## src/rtl/bids22_round_ctrl.sv

```systemverilog
`default_nettype none
// ============================================================================
//  Module      : bids22_round_ctrl
//  Description : Host-side round sequencer for the three-bidder auction unit.
//                Snapshots a round configuration on start, programs and locks
//                the auction unit, holds C_start for the round length, waits
//                for roundOver and unlocks the unit with the same key.
//  Options     : BIDS_CTRL_TIMEOUT_EN - enables a roundOver watchdog in CLS
//                (fault code 3 after TIMEOUT cycles without roundOver).
//  Revision    : 1.0 - initial release
// ============================================================================
module bids22_round_ctrl #(
    parameter int ROUND_W = 16,
    parameter int TIMEOUT = 16
) (
    input  logic               clk,
    input  logic               reset,
    input  logic               start,
    input  logic               clear,
    input  logic [31:0]        cfg_x,
    input  logic [31:0]        cfg_y,
    input  logic [31:0]        cfg_z,
    input  logic [2:0]         cfg_mask,
    input  logic [31:0]        cfg_timer,
    input  logic [31:0]        cfg_cost,
    input  logic [31:0]        cfg_key,
    input  logic [ROUND_W-1:0] cfg_len,
    input  logic               ready,
    input  logic               roundOver,
    input  logic [2:0]         err,
    output logic [3:0]         C_op,
    output logic [31:0]        C_data,
    output logic               C_start,
    output logic               busy,
    output logic               done,
    output logic               fault,
    output logic [2:0]         fault_code
);

`ifdef BIDS_CTRL_TIMEOUT_EN
    localparam bit TIMEOUT_EN = 1'b1;
`else
    localparam bit TIMEOUT_EN = 1'b0;
`endif

    localparam logic [3:0] OP_NOOP    = 4'd0;
    localparam logic [3:0] OP_UNLOCK  = 4'd1;
    localparam logic [3:0] OP_LOCK    = 4'd2;
    localparam logic [3:0] OP_LOADX   = 4'd3;
    localparam logic [3:0] OP_LOADY   = 4'd4;
    localparam logic [3:0] OP_LOADZ   = 4'd5;
    localparam logic [3:0] OP_SETMASK = 4'd6;
    localparam logic [3:0] OP_SETTMR  = 4'd7;
    localparam logic [3:0] OP_BIDCHG  = 4'd8;

    localparam logic [2:0] FC_NONE    = 3'd0;
    localparam logic [2:0] FC_CONFIG  = 3'd1;
    localparam logic [2:0] FC_ROUND   = 3'd2;
    localparam logic [2:0] FC_TIMEOUT = 3'd3;

    typedef enum logic [3:0] {
        S_IDLE  = 4'd0,
        S_LDX   = 4'd1,
        S_LDY   = 4'd2,
        S_LDZ   = 4'd3,
        S_MSK   = 4'd4,
        S_TMR   = 4'd5,
        S_CST   = 4'd6,
        S_LCK   = 4'd7,
        S_RND   = 4'd8,
        S_CLS   = 4'd9,
        S_ULK   = 4'd10,
        S_DN    = 4'd11,
        S_FAULT = 4'd12
    } state_t;

    state_t             state;
    state_t             state_nxt;
    logic               fault_set;
    logic [2:0]         fault_val;

    logic [31:0]        snap_x;
    logic [31:0]        snap_y;
    logic [31:0]        snap_z;
    logic [2:0]         snap_mask;
    logic [31:0]        snap_timer;
    logic [31:0]        snap_cost;
    logic [31:0]        snap_key;
    logic [ROUND_W-1:0] round_cnt;
    logic [31:0]        to_cnt;

    // Next-state selection; an error check always wins over advancing.
    always_comb begin
        state_nxt = state;
        fault_set = 1'b0;
        fault_val = FC_NONE;
        case (state)
            S_IDLE:  if (start) state_nxt = S_LDX;
            S_LDX:   if (ready) state_nxt = S_LDY;
            S_LDY, S_LDZ, S_MSK, S_TMR, S_CST, S_LCK: begin
                if (err != 3'd0) begin
                    state_nxt = S_FAULT;
                    fault_set = 1'b1;
                    fault_val = FC_CONFIG;
                end else if (ready) begin
                    case (state)
                        S_LDY:   state_nxt = S_LDZ;
                        S_LDZ:   state_nxt = S_MSK;
                        S_MSK:   state_nxt = S_TMR;
                        S_TMR:   state_nxt = S_CST;
                        S_CST:   state_nxt = S_LCK;
                        default: state_nxt = S_RND;
                    endcase
                end
            end
            S_RND: begin
                if (err != 3'd0) begin
                    state_nxt = S_FAULT;
                    fault_set = 1'b1;
                    fault_val = FC_ROUND;
                end else if (round_cnt == ROUND_W'(1)) begin
                    state_nxt = S_CLS;
                end
            end
            // No error check here: roundOver is the only way forward.
            S_CLS: begin
                if (roundOver) begin
                    state_nxt = S_ULK;
                end else if (TIMEOUT_EN && (to_cnt <= 32'd1)) begin
                    state_nxt = S_FAULT;
                    fault_set = 1'b1;
                    fault_val = FC_TIMEOUT;
                end
            end
            S_ULK:   if (ready) state_nxt = S_DN;
            S_DN:    state_nxt = S_IDLE;
            S_FAULT: if (clear) state_nxt = S_IDLE;
            default: state_nxt = S_IDLE;
        endcase
    end

    // State register.
    always_ff @(posedge clk) begin
        if (reset) state <= S_IDLE;
        else       state <= state_nxt;
    end

    // Configuration snapshot, taken once per round so the host may change cfg_* freely.
    always_ff @(posedge clk) begin
        if (reset) begin
            snap_x     <= 32'd0;
            snap_y     <= 32'd0;
            snap_z     <= 32'd0;
            snap_mask  <= 3'd0;
            snap_timer <= 32'd0;
            snap_cost  <= 32'd0;
            snap_key   <= 32'd0;
        end else if (state == S_IDLE && start) begin
            snap_x     <= cfg_x;
            snap_y     <= cfg_y;
            snap_z     <= cfg_z;
            snap_mask  <= cfg_mask;
            snap_timer <= cfg_timer;
            snap_cost  <= cfg_cost;
            snap_key   <= cfg_key;
        end
    end

    // Round-length counter; a zero length is promoted to one so it never wraps.
    always_ff @(posedge clk) begin
        if (reset) begin
            round_cnt <= '0;
        end else if (state == S_IDLE && start) begin
            round_cnt <= (cfg_len == '0) ? ROUND_W'(1) : cfg_len;
        end else if (state == S_RND && round_cnt != '0) begin
            round_cnt <= round_cnt - ROUND_W'(1);
        end
    end

    // roundOver watchdog: armed on entry to CLS, counts down while waiting.
    always_ff @(posedge clk) begin
        if (reset) begin
            to_cnt <= 32'd0;
        end else if (state != S_CLS) begin
            to_cnt <= 32'(TIMEOUT);
        end else if (to_cnt != 32'd0) begin
            to_cnt <= to_cnt - 32'd1;
        end
    end

    // Fault code latches on the transition into FAULT and clears on leaving it.
    always_ff @(posedge clk) begin
        if (reset) begin
            fault_code <= FC_NONE;
        end else if (fault_set) begin
            fault_code <= fault_val;
        end else if (state == S_FAULT && clear) begin
            fault_code <= FC_NONE;
        end
    end

    // Command port and status decoded purely from registered state.
    always_comb begin
        C_op    = OP_NOOP;
        C_data  = 32'd0;
        C_start = 1'b0;
        busy    = (state != S_IDLE) && (state != S_FAULT);
        done    = (state == S_DN);
        fault   = (state == S_FAULT);
        case (state)
            S_LDX: begin C_op = OP_LOADX;   C_data = snap_x;              end
            S_LDY: begin C_op = OP_LOADY;   C_data = snap_y;              end
            S_LDZ: begin C_op = OP_LOADZ;   C_data = snap_z;              end
            S_MSK: begin C_op = OP_SETMASK; C_data = {29'd0, snap_mask};  end
            S_TMR: begin C_op = OP_SETTMR;  C_data = snap_timer;          end
            S_CST: begin C_op = OP_BIDCHG;  C_data = snap_cost;           end
            S_LCK: begin C_op = OP_LOCK;    C_data = snap_key;            end
            S_RND: C_start = 1'b1;
            S_ULK: begin C_op = OP_UNLOCK;  C_data = snap_key;            end
            default: ;
        endcase
    end

endmodule
`default_nettype wire

```

## config.mk

```make
export PLATFORM = sky130hd
export DESIGN_NAME = bids22_round_ctrl
export DESIGN_NICKNAME = d
export VERILOG_FILES = /design/src/rtl/bids22_round_ctrl.sv
export SDC_FILE = /design/constraint.sdc
export NUM_CORES = 1
export LEC_CHECK = 0
export CAP_MARGIN = 20
export CORE_MARGIN = 4
export CORE_UTILIZATION = 40
export CTS_CLUSTER_SIZE = 28
export DETAILED_ROUTE_END_ITERATION = 6
export HOLD_SLACK_MARGIN = 0.08
export PLACE_DENSITY_LB_ADDON = 0.3
export SETUP_SLACK_MARGIN = 0.1
export SLEW_MARGIN = 20
export SYNTH_ARGS = -nofsm -noshare
export SYNTH_HDL_FRONTEND = slang
export SYNTH_SLANG_ARGS = --single-unit
```

## constraint.sdc

```tcl
create_clock -name clk -period 2.4 [get_ports clk]
set_input_delay 0.72 -clock clk [delete_from_list [all_inputs] [get_ports clk]]
set_output_delay 0.72 -clock clk [all_outputs]
set_load 0.005 [all_outputs]
```

==> out/metrics.yaml, run 1 <==
setup_path:
  cp_num_buf_inv: 4
  slowest_delay_ns: 0.38
  worstSetupEndpointType: "primary output"
  rrSetupSlack_ns: -0.12
  path_cells: "buf_6 -> nor2_2 -> and2_4 -> buf_12 -> buf_16 -> a222oi_1 -> nand3_1 -> buf_2"
  cp.arrival_ns: 2.16
  cp_top_family: "buffers and inverters"
  critPathMaxFanout: 8
  reg2regPathDepth: 12
  worstPathRequired_ns: 1.68
  startpoint_type: "register"
  r2r_end: "round_cnt[15]"
  worst_path_max_delay_cell: "dfxtp_4"
  r2r-start: "state[2]"
  critPathKind: "register to primary output"
synthesis:
  synth_seq_area_share_pct: 47.1
  syn_avg_cell_area_um2: 7.55
  syn-instance-count: 1222
  synth_edf_count: 0
  synth_cell_types: 54
  syn_nets: 1445
  ys_warn_count: 0
  synthFlopType: "dfxtp_1"
  async_reset_ff_share_pct: 0
  synth-seq-cells: 217
  synthesis.area_um2: 9230
hold_path:
  min_path_cells: 2
  worstHoldEndpoint: "snap_cost[3]"
  worstHoldStart: "snap_cost[3]"
  holdCritPathClass: "register to register"
routing:
  drc_errors: 9
  routed_wl_um: 34900
  viasPerCell: 5.46
  initialDrtViolationCount: 902
  vias: 10100
  wl_per_cell_um: 18.9
  ant_nets: 0
  firstDrtPassIters: 7
layout:
  drive_above_1_share_pct: 21.2
  layout_commonest_cell: "nand2_1"
  final_area_um2: 14600
  layout_common_cells: "nand2_1, clkdlybuf4s50_1, dfxtp_1, a21oi_1, buf_4"
  finalNetCount: 1768
  num_antenna_cells: 0
  area_delta_synth_final_pct: 58.5
timing:
  rsz0062_at_grt: "yes"
  final.setup.worst_slack_ns: -0.481
  clock.fmax_mhz: 347
  hold_viol: 0
  maxSlewViolCount: 0
  period_share_pct: 120
  holdWs_ns: 0.455
  finalSetupViolCount: 45
  period_needed_ns: 2.88
  finClkSkew_ns: 0.0157
placement:
  pre_cts_slack_ns: -0.290
  gp_congestion: 0.881
  place_area_um2: 12800
  port_buffers: 261
  dpl.hpwl_um: 22400
global_route:
  grt_pass1_wl_um: 52600
  first_global_vias: 9790
  grt_usage_pct: 25.4
  grt-ovfl-total: 0
  antenna_found_initial: 4
  grt_max_degree: 89
cts:
  cts_tree: "yes"
  clkTransAtPathRegs_ns: 0.06
  clk_latency_ns: 0.53
  root_buffer: "clkbuf_16"
  clock_path_buffers: 3
  h-tree-depth: 1
  cts_buffers: 25
  clock-sinks: 217
  hold_buffers: 0
power:
  p_leak_nw: 5.66
  vdd_drop_max_v: 0.000480
  powerDensity_nw_per_um2: 1020
  total_power_mw: 14.9
floorplanning:
  fp.dieW_um: 160
  io_pins: 263
  core_region_area_um2: 22600
  die_area_um2: 25600
  start_util_pct: 40.8
  num_rows: 55
  chipHeight_um: 160
run_status:
  violations: "design-rule violations, negative setup slack"
  status: "finished, violations left"
flow_run:
  maxCapViolations: 0
## cell families (layout without fill, tap and decap cells)
group | count (synthesis) | in the layout | synth area share (%)
buffers and inverters | 110 | 447 | 4.54
AND/OR/NAND/NOR | 563 | 563 | 25.7
flip-flops | 217 | 217 | 47.1
multiplexers | 3 | 3 | 0.339
AO/OA/AOI/OAI | 314 | 314 | 20.9
other | 1 | 1 | 0.0406
adder cells (fa/ha/maj) | 3 | 3 | 0.407
XOR/XNOR | 11 | 11 | 1.04
## layer usage
layer	wire length [um]	GRT usage, %	share of wire, %	vias up
met5	46	0	0.13	-
met4	1640	10.4	4.7	8
met3	2630	6.09	7.5	104
met2	16900	43.7	49	415
met1	13600	30.5	39	4691
li1	-	-	-	4850
## through the flow
stage               std cells  setup TNS, ns  util [%]
floorplan                1222              0         -
global placement         1757          -5.34      56.4
detailed placement       1757          -6.36      56.4
CTS                      1830         -13.19      63.2
global route             1844         -17.58      64.6
finish                   1844         -14.20      64.6
## worst max-delay path by stage
stage          cells after the start  slack [ns]  startpoint         to
6_report                           8       -0.48    state[3]  C_data[0]
5_1_grt                            8       -0.56    state[3]  C_data[0]
4_1_cts                            7       -0.47    state[0]  C_data[0]
3_5_place_dp                       9       -0.29    state[3]  C_data[4]
3_3_place_gp                       9       -0.25    state[3]  C_data[4]
2_1_floorplan                      6        0.16    state[0]  C_data[1]
## flip-flops by register name, summed over array words and instances (netlist names)
register and cells:
snap_cost 32, snap_key 32, snap_timer 32, snap_x 32, snap_y 32, snap_z 32, round_cnt 16, state 4
snap_mask 3, fault_code 2
## power breakdown
group	total [mW]	internal, mW	leakage [nW]	switching [mW]
logic	6.03	2.74	3.49	3.28
registers	5.17	4.49	1.78	0.678
clock network	3.73	2.22	0.392	1.51
## synth_stat cells (3+ instances only)
library cell / instances / area share, %
dfxtp_1: 217 / 47
clkbuf_1: 97 / 3.9
inv_1: 5 / 0.20
nor4_1: 6 / 0.41
nor3b_1: 3 / 0.24
nand2_1: 436 / 18
and3_1: 3 / 0.20
ha_1: 3 / 0.41
nand2b_1: 7 / 0.47
a311oi_1: 4 / 0.38
a21oi_1: 204 / 11
nor3_1: 12 / 0.65
and2_1: 3 / 0.20
buf_1: 4 / 0.16
nor2_1: 32 / 1.3
nand4_1: 7 / 0.47
a31oi_1: 5 / 0.34
a211oi_1: 11 / 0.89
o21ai_0: 5 / 0.27
o211ai_1: 6 / 0.49
xnor2_1: 4 / 0.38
nand3_1: 36 / 2.0
a22oi_1: 34 / 2.8
a222oi_1: 31 / 3.4
xor2_1: 7 / 0.66
## worst min-delay path: stages, from the launching register on
cell,delay [ns]
dfxtp_1,0.31
nand2_1,0.05
a21oi_1,0.05
## final cells by class
cell class	count	area [um^2]
Multi-Input combinational cell	895	5010
Clock inverter	9	113
Fill cell	1910	8010
Sequential cell	217	4360
Timing Repair Buffer	400	4080
Tap cell	285	357
Clock buffer	32	682
Inverter	6	30.0
## what timing repair did
item	CTS	global route
pin swaps	46	63
gates cloned	9	1
setup buffers	23	19
resized for setup	269	68
endpoints found under the setup margin	43	53
(Power assumes the default switching activity.)
==> inputs of run 2 (changes only) <==
- HOLD_SLACK_MARGIN: 0.08 -> unset
- SLEW_MARGIN: 20 -> 10
==> results of run 2 <==
Final layout, timing and power as in run 1 (identical DEF).
==> inputs of run 3 (changes only) <==
- REMOVE_ABC_BUFFERS: unset -> 1
==> run 3 against run 2 <==
Effect of this change: the flow finishes with violations (negative setup slack); cell count fell by 1.7%; register-to-register slack gained 0.04 ns; non-clock buffer count shrank 34; worst setup slack improved by 0.068 ns; clock power decreased by 1%; sequential share of layout area up 0.96 points; combinational power is 6.1% lower; total power decreased by 2.8%; largest power group unchanged.
==> out/metrics.yaml, run 3 (synthesis results as in run 1) <==
run_status:
  status: "finished, violations left"  # unchanged
  violations: "negative setup slack"  # was design-rule violations, negative setup slack
routing:
  initialDrtViolationCount: 854  # was 902
  firstDrtPassIters: 6  # was 7
  wl_per_cell_um: 17.5  # was 18.9 um
  viasPerCell: 5.44  # was 5.46
  drc_errors: 0  # was 9
  vias: 9851  # was 10,100
  routed_wl_um: 31800  # was 34,900 um
  ant_nets: 0  # unchanged
placement:
  gp_congestion: 0.883  # was 0.881
  pre_cts_slack_ns: -0.270  # was -0.290 ns
  dpl.hpwl_um: 20800  # was 22,400 um
  port_buffers: 261  # unchanged
setup_path:
  slowest_delay_ns: 0.36  # was 0.38 ns
  r2r-start: "state[2]"  # unchanged
  startpoint_type: "register"  # unchanged
  crit_path_start: "state[3]"  # unchanged
  worstSetupEndpointType: "primary output"  # unchanged
  critPathKind: "register to primary output"  # unchanged
  worst_path_max_delay_cell: "dfxtp_4"  # unchanged
  r2r_end: "round_cnt[7]"  # was round_cnt[15]
  worst_path_most_repeated_cell: "buf_6"
  rrSetupSlack_ns: -0.08  # was -0.12 ns
  cp.arrival_ns: 2.09  # was 2.16 ns
  worstPathRequired_ns: 1.68  # about the same
  path_cells: "clkinv_4 -> buf_6 -> mux2i_4 -> nor2b_4 -> buf_6 -> buf_6 -> buf_8 -> buf_6 -> nand2_2 -> nand3_2 -> buf_2"  # was buf_6 -> nor2_2 -> and2_4 -> buf_12 -> buf_16 -> a222oi_1 -> nand3_1 -> buf_2
  reg2regPathDepth: 9  # was 12
  critPathCapture: "C_data[27]"  # was C_data[0]
  critPathMaxFanout: 5  # was 8
timing:
  hold_viol: 0  # unchanged
  final.setup.worst_slack_ns: -0.413  # was -0.481 ns
  finalSetupViolCount: 38  # was 45
  period_needed_ns: 2.81  # was 2.88 ns
  clock.fmax_mhz: 356  # was 347 MHz
  maxSlewViolCount: 0  # unchanged
  max_slew_margin_pct: 60.9
  worst_pin_slew_ns: 0.587
  period_share_pct: 117  # was 120%
  rsz0062_at_grt: "yes"  # unchanged
  finClkSkew_ns: 0.0172  # was 0.0157 ns
power:
  p_leak_nw: 5.69  # was 5.66 nW
  vdd_drop_max_v: 0.000479  # was 0.000480 V
  powerDensity_nw_per_um2: 1020  # about the same
  total_power_mw: 14.5  # was 14.9 mW
global_route:
  grtUsageMet3_pct: 5.57  # was 6.09%
  first_global_vias: 9520  # was 9,790
  antenna_found_initial: 1  # was 4
  grt_max_degree: 70  # was 89
  grtUsageMet2_pct: 38.3  # was 43.7%
  grt_pass1_wl_um: 48800  # was 52,600 um
  gr-max-usage-layer: "met2"  # unchanged
  gr-usage-met1_pct: 30.0  # was 30.5%
  grt-ovfl-total: 0  # unchanged
  grt_usage_pct: 23.0  # was 25.4%
floorplanning:
  die_area_um2: 25600  # unchanged
  chipHeight_um: 160  # unchanged
  fp.dieW_um: 160  # unchanged
  core_region_area_um2: 22600  # unchanged
  io_pins: 263  # unchanged
  num_rows: 55  # unchanged
  start_util_pct: 40.8  # unchanged
cts:
  cts_tree: "yes"  # unchanged
  hold_buffers: 0  # unchanged
  clk_latency_ns: 0.52  # was 0.53 ns
  clock_path_buffers: 3  # unchanged
  root_buffer: "clkbuf_16"  # unchanged
  clock-sinks: 217  # unchanged
  clkTransAtPathRegs_ns: 0.06  # about the same
  h-tree-depth: 1  # unchanged
  cts_buffers: 24  # was 25
layout:
  finalNetCount: 1733  # was 1,768
  fill_cells: 1937  # was 1,910
  area_delta_synth_final_pct: 53.7  # was 58.5%
  drive_above_1_share_pct: 19.1  # was 21.2%
  layout_common_cells: "nand2_1, clkdlybuf4s50_1, dfxtp_1, a21oi_1, buf_4"  # unchanged
  num_antenna_cells: 0  # unchanged
  layout_commonest_cell: "nand2_1"  # unchanged
hold_path:
  holdCritPathClass: "register to register"  # unchanged
  worstHoldStart: "snap_cost[25]"  # was snap_cost[3]
  min_path_cells: 2  # unchanged
flow_run:
  maxCapViolations: 0  # unchanged
run 3: cell count changes in the layout (fill, tap and decap cells not counted), moves of 4 or more:
| cell | previous run | this run |
|---|---|---|
| a22oi_1 | 8 | 30 |
| clkbuf_8 | 3 | 8 |
| nand3_1 | 16 | 11 |
| buf_6 | 33 | 29 |
| a211oi_1 | 10 | 6 |
| nand3_2 | 18 | 24 |
| buf_12 | 24 | 15 |
| nand2_4 | 7 | 19 |
| a22oi_2 | 26 | 4 |
| a211oi_2 | 1 | 5 |
| buf_4 | 77 | 61 |
| nand2_1 | 417 | 408 |
run 3: stage by stage:
step                      util (%)  setup TNS, ns  cell area [um^2]  std cells  hold slack, ns
after global routing          62.6         -13.74             14200       1812           0.470
final                         62.6         -10.66             14200       1812           0.453
after global placement        55.5          -5.72             12600       1736           0.441
after CTS                     61.5         -10.32             13900       1800           0.454
after detailed placement      55.5          -6.91             12600       1736           0.446
after floorplan                  -        -627.28              8830       1118           0.425
run 3: final cells by class:
| class | instances | area (um^2) | share of cell area [%] |
|---|---|---|---|
| Timing Repair Buffer | 366 | 3620 | 25.5 |
| Tap cell | 285 | 357 | 2.51 |
| Clock buffer | 34 | 718 | 5.06 |
| Clock inverter | 9 | 86.3 | 0.609 |
| Sequential cell | 217 | 4360 | 30.7 |
| Inverter | 6 | 30.0 | 0.212 |
| Multi-Input combinational cell | 895 | 5010 | 35.3 |
run 3: where the power goes:
group,leakage (nW),switching (mW),internal [mW]
sequential,1.78,0.659,4.49
clock,0.397,1.50,2.19
combinational,3.51,3.15,2.51
total,5.69,5.31,9.19
run 3: per-layer routing:
| metal | part of all wire [%] | wire [um] | vias to the layer above |
|---|---|---|---|
| met5 | 0.041 | 13 | - |
| met4 | 2.7 | 863 | 2 |
| met3 | 8.7 | 2770 | 63 |
| met2 | 47 | 15000 | 404 |
| met1 | 41 | 13100 | 4598 |
| li1 | - | - | 4784 |
run 3: worst min-delay path by stage:
stage	end
finish	snap_cost[25]
global route	snap_cost[23]
CTS	snap_cost[25]
detailed placement	snap_cost[25]
global placement	snap_mask[2]
floorplan	snap_mask[2]
run 3: critical path: cells and delay by family (launching register included):
kind	cells	cell delay, ns
buf+inv	7	0.80
mux	1	0.23
simple gates	3	0.19
flops	1	0.36
run 3: what timing repair did:
action	in CTS	in global routing
buffers inserted	18	14
endpoints found under the hold margin	0	0
cloned	4	0
resized for setup	284	37
setup endpoints to repair	47	48
pin swaps	36	26
